[config.mk]
export PLATFORM = sky130hd
export DESIGN_NAME = delay_pipe
export DESIGN_NICKNAME = d
export VERILOG_FILES = /design/src/rtl/delay_pipe.sv
export SDC_FILE = /design/constraint.sdc
export NUM_CORES = 1
export LEC_CHECK = 0
export CAP_MARGIN = 40
export CORE_MARGIN = 1.5
export CORE_UTILIZATION = 55
export CTS_CLUSTER_SIZE = 8
export DETAILED_ROUTE_END_ITERATION = 6
export PLACE_DENSITY_LB_ADDON = 0.15
export SETUP_SLACK_MARGIN = 0.05
export SLEW_MARGIN = 5
export SYNTH_ARGS = -nofsm -noshare
export SYNTH_HDL_FRONTEND = slang
export SYNTH_SLANG_ARGS = --single-unit
[constraint.sdc]
create_clock -name clk -period 2.7 [get_ports clk]
set_input_delay 0.405 -clock clk [delete_from_list [all_inputs] [get_ports clk]]
set_output_delay 0.405 -clock clk [all_outputs]
set_load 0.01 [all_outputs]
[src/rtl/delay_pipe.sv]
// Enable-gated delay line of p_depth stages with per-stage valid bits and a registered occupancy count.
// Latency: p_depth enabled edges from capture to out_*; stalled edges (en = 0) add one cycle each.
// No backpressure: en = 0 freezes every stage; clear flushes synchronously and wins over en.
module delay_pipe #(
    parameter int                 p_nbits       = 8,
    parameter int                 p_depth       = 4,
    parameter logic [p_nbits-1:0] p_reset_value = '0
) (
    input  logic                           clk,
    input  logic                           reset,
    input  logic                           en,
    input  logic                           clear,
    input  logic                           in_val,
    input  logic [p_nbits-1:0]             in_data,
    output logic                           out_val,
    output logic [p_nbits-1:0]             out_data,
    output logic [$clog2(p_depth+1)-1:0]   occ
);

    localparam int OW = $clog2(p_depth + 1);

    logic [p_nbits-1:0] data_q [p_depth];
    logic [p_depth-1:0] val_q;
    logic [OW-1:0]      occ_q;

    always_ff @(posedge clk or posedge reset) begin
        if (reset) begin
            for (int i = 0; i < p_depth; i++) begin
                data_q[i] <= p_reset_value;
            end
            val_q <= '0;
            occ_q <= '0;
        end else if (clear) begin
            for (int i = 0; i < p_depth; i++) begin
                data_q[i] <= p_reset_value;
            end
            val_q <= '0;
            occ_q <= '0;
        end else if (en) begin
            data_q[0] <= in_data;
            val_q[0]  <= in_val;
            for (int i = 1; i < p_depth; i++) begin
                data_q[i] <= data_q[i-1];
                val_q[i]  <= val_q[i-1];
            end
            // Modular add/subtract is safe: the true result always lies in 0..p_depth.
            occ_q <= occ_q + OW'(in_val) - OW'(val_q[p_depth-1]);
        end
    end

    assign out_val  = val_q[p_depth-1];
    assign out_data = data_q[p_depth-1];
    assign occ      = occ_q;

endmodule
### After elaboration in Yosys (flattened, before gate mapping)

Cells that the tools add are included.
Widths: inputs -> output; s select.

| storage, ports and cells | value |
|---|---|
| register bits after elaboration | 39 |
| input port bits | 13 |
| output and inout bits | 12 |
| logic and storage cells | 15 |

| operators by class | value |
|---|---|
| add/subtract/negate cells | 2 |
| mux-type cells | 6 |
| reduce and logical (&&, ||, !) cells | 1 |

Operator list:

| kind | number |
|---|---|
| $mux 32 | 2 |
| $mux 4 | 2 |
| $mux 3 | 2 |
| $add 3x1->3 | 1 |
| $sub 3x1->3 | 1 |
| $reduce_bool 2->1 | 1 |

### Logic depth before layout (Yosys ltp)

| depth | value |
|---|---|
| depth in word-level cells | 4 |
| gate-level depth with buffers | 9 |
| depth with buffers taken out | 9 |

### Worst setup path after synthesis

OpenSTA, ideal clock, no wires.

| timing | value |
|---|---|
| path type | register -> register |
| start | reg val_q[3] |
| end | reg occ_q[2] (netlist: occ[2]) |
| library setup time | 0.120 ns |
| arrival | 1.716 ns |
| data required time | 2.580 ns |
| slack | 0.864 ns |
| cell stages (with the launch flop) | 9 |
| buffers on the path | 0 |
| period minus slack after synthesis | 1.836 ns |
| cell sequence | dfrtp_1 > ha_1 > inv_1 > ha_1 > inv_1 > fa_1 > xor2_1 > a21oi_2 > a31o_1 |

| between the ends | value |
|---|---|
| cells in the longest elaborated chain, start to end | 3 |

Ends and longest elaborated chain:

| item | RTL line | RTL |
|---|---|---|
| from (decl) | 23 | `logic [p_depth-1:0] val_q;` |
| from (signal, indexed assignment) | 44 | `val_q[i] <= val_q[i-1];` |
| $sub 3x1->3 | 47 | `occ_q <= occ_q + OW'(in_val) - OW'(val_q[p_depth-1]);` |
| $mux 3 | 39 | `end else if (en) begin` |
| $mux 3 | 33 | `end else if (clear) begin` |
| to (signal assigned) | 47 |  |
| to (decl) | 24 | `logic [OW-1:0] occ_q;` |

Every way passes these cells. The select of a mux whose other input is x is not followed.
A chain may end at the register's enable or synchronous reset.

### Worst setup path after layout

| timing | value |
|---|---|
| start | reg occ_q[0] (netlist: occ[0]) |
| end | reg occ_q[2] (netlist: occ[2]) |

| between the ends | value |
|---|---|
| cells in the longest elaborated chain, start to end | 4 |

Ends and longest elaborated chain:

| item | RTL line |
|---|---|
| $add 3x1->3 | 47 |
| $sub 3x1->3 | 47 |
| $mux 3 | 39 |
| $mux 3 | 33 |

Every way passes these cells. The select of a mux whose other input is x is not followed.

==> impl_metrics.yaml <==
synth:
  muxShareOfSynthArea_pct: 21.7
  synth_top_family_by_area: "multiplexers"
  syn_area_per_cell_um2: 12.1
  synthCells: 145
  syn_nets: 161
  synth_adder_area_share_pct: 2.58
  ys_ff_latch: 39
  yosysWarnings: 0
  synth_compound_area_share_pct: 1.00
  ys_types: 15
  synth-xor-area-share_pct: 0.501
  synth_seq_area_share_pct: 55.8
  netlist_area_um2: 1750
  synthSimpleGateAreaFrac_pct: 8.73
detailed_routing:
  postRouteAntennaNets: 0
  drt-pass1-iter-count: 4
  drt_iter0_drc: 43
  totalWireLength_um: 2500
  vias: 1030
  drc: 0
  avgViaCountPerCell: 4.98
  wire_per_inst_um: 12.1
floorplan:
  dieArea_um2: 3530
  dieHeight_um: 59.4
  std_cell_rows: 20
  die_w_um: 59.4
  start_util_pct: 57.8
  io_pins: 25
  core_area_um2: 3030
clock_network:
  clockBufferDepth: 2
  cts.sinks: 39
  htreeDepth: 2
  postCtsSetupBuffers: 0
  clk_latency_ps: 330
  cts_tree: "built"
  holdBufCountCts: 0
  root_buffer: "clkbuf_4"
  cts_resized: 0
  clk_pin_slew_ps: 110
  cts_made_buffers: 5
finish:
  area_growth_pct: 14.0
  multi_input_area_um2: 604
  fin_nets: 179
  finalNonFillerCells: 207
  diodes: 0
  seq_area_um2: 976
  fillCellCount: 229
  drive_above_1_share_pct: 7.98
  layout_common_cells: "nor2_1, dfrtp_1, mux2i_1, clkdlybuf4s50_1"
sta:
  min_period_ps: 1910
  setup-tns-final_ps: 0
  max_clock_freq_mhz: 524
  fin_crit_sh_pct: 70.6
  finClkSkew_ps: 7.39
  max_slew_margin_pct: 60.1
  hold_violations: 0
  tightest_slew_ps: 599
  rsz0062_at_grt: "false"
  setup_viol: 0
  drv_slew: 0
status:
  status: "finished, final reports clean"
critical_path:
  crit_fanout: 3
  critPathRequiredTime_ps: 2930
  start_kind: "flip-flop"
  worstSetupPathType: "flip-flop to flip-flop"
  cp_data_arrival_time_ps: 2140
  cp-end-kind: "flip-flop"
global_routing:
  grt_antenna_before_repair: 0
  grt_pass1_vias: 983
  grt_max_degree: 39
  grt.overflow.total: 0
  grt_usage_pct: 16.6
  grt_pass1_wl_um: 4230
flow_run:
  max_cap_viol_count: 0
place:
  hpwl_um: 1700
  gp_congestion: 0.672
  port_buffers: 24
  post-place-cells: 200
pwr:
  ir_worst_vdd_mv: 0.454
  p_leak_nw: 1.03
  powerDensity_nw_per_um2: 546
hold_path:
  hold_class: "input pin to async pin"
[metal layers]
layer | part of all wire (%) | vias to the layer above | track usage (%)
li1 | - | 500 | -
met3 | 4.0 | 7 | 4.59
met4 | 2.0 | 0 | 8.77
met5 | 0 | - | 0
met1 | 47 | 502 | 21.3
met2 | 47 | 21 | 25.7
[report_power, final]
part / internal (mW) / switching (mW) / leakage [nW] / total, mW
Combinational: 0.0528 / 0.0559 / 0.456 / 0.109
Clock: 0.190 / 0.179 / 0.0373 / 0.369
Sequential: 0.602 / 0.0107 / 0.535 / 0.612
Total: 0.844 / 0.246 / 1.03 / 1.09
[flip-flops by register name (all words and copies together), names as in the netlist]
| register | flops |
|---|---|
| val_q | 4 |
| data_q | 24 |
| out_data | 8 |
| occ | 3 |
[cells by family after synthesis]
kind of cell    after synthesis
simple gates                 40
compound gates                2
mux                          38
xor+xnor                      1
fa+ha+maj                     3
flops                        39
buf+inv                      22
[cells in the mapped netlist]
library cell | n | share of area [%]
mux2i_1 | 38 | 22
fa_1 | 1 | 1.1
clkbuf_1 | 1 | 0.21
buf_4 | 8 | 3.4
nand2b_1 | 1 | 0.36
buf_2 | 3 | 0.86
buf_8 | 4 | 3.4
a31o_1 | 1 | 0.50
xor2_1 | 1 | 0.50
buf_6 | 1 | 0.64
dfrtp_1 | 39 | 56
inv_1 | 5 | 1.1
ha_1 | 2 | 1.4
nor2_1 | 39 | 8.4
a21oi_2 | 1 | 0.50
[through the flow]
step	utilization [%]	setup WS (ps)	hold WS (ps)	cell area [um2]	power [mW]
detailed placement	63.4	628	512	1920	0.735
finish	65.9	793	419	1990	1.09
floorplan	-	864	486	1750	0.703
global route	65.9	658	465	1990	1.14
CTS	65.9	785	425	1990	1.10
global placement	63.4	664	500	1920	0.730
[worst max-delay path, stage by stage (launching register included)]
cell and delay [ps]:
dfrtp_1 390, inv_1 50, ha_1 270, inv_1 60, ha_1 130, inv_1 50
fa_1 370, xor2_1 220, a21oi_2 80, a31o_1 200
[final timing paths]
path / start / to / slack [ps] / cells after the start
max: occ[0] / occ[2] / 790 / 9
min: reset / data_q[16] / 420 / 2
max reg2reg: occ[0] / occ[2] / 790 / 9
min reg2reg: out_data[1] / out_data[1] / 530 / 2
max in group asynchronous: reset / data_q[20] / 1560 / 3
min in group clk: out_data[1] / out_data[1] / 530 / 2
[cell type report]
class / count / area share (%)
clock buffer: 5 / 1.88
timing repair buffer: 28 / 13.3
sequential: 39 / 48.9
tap: 44 / 2.76
clock inverter: 2 / 1.88
multi-input combinational: 84 / 30.3
inverter: 5 / 0.941
Power figures use the tool's default switching activity.
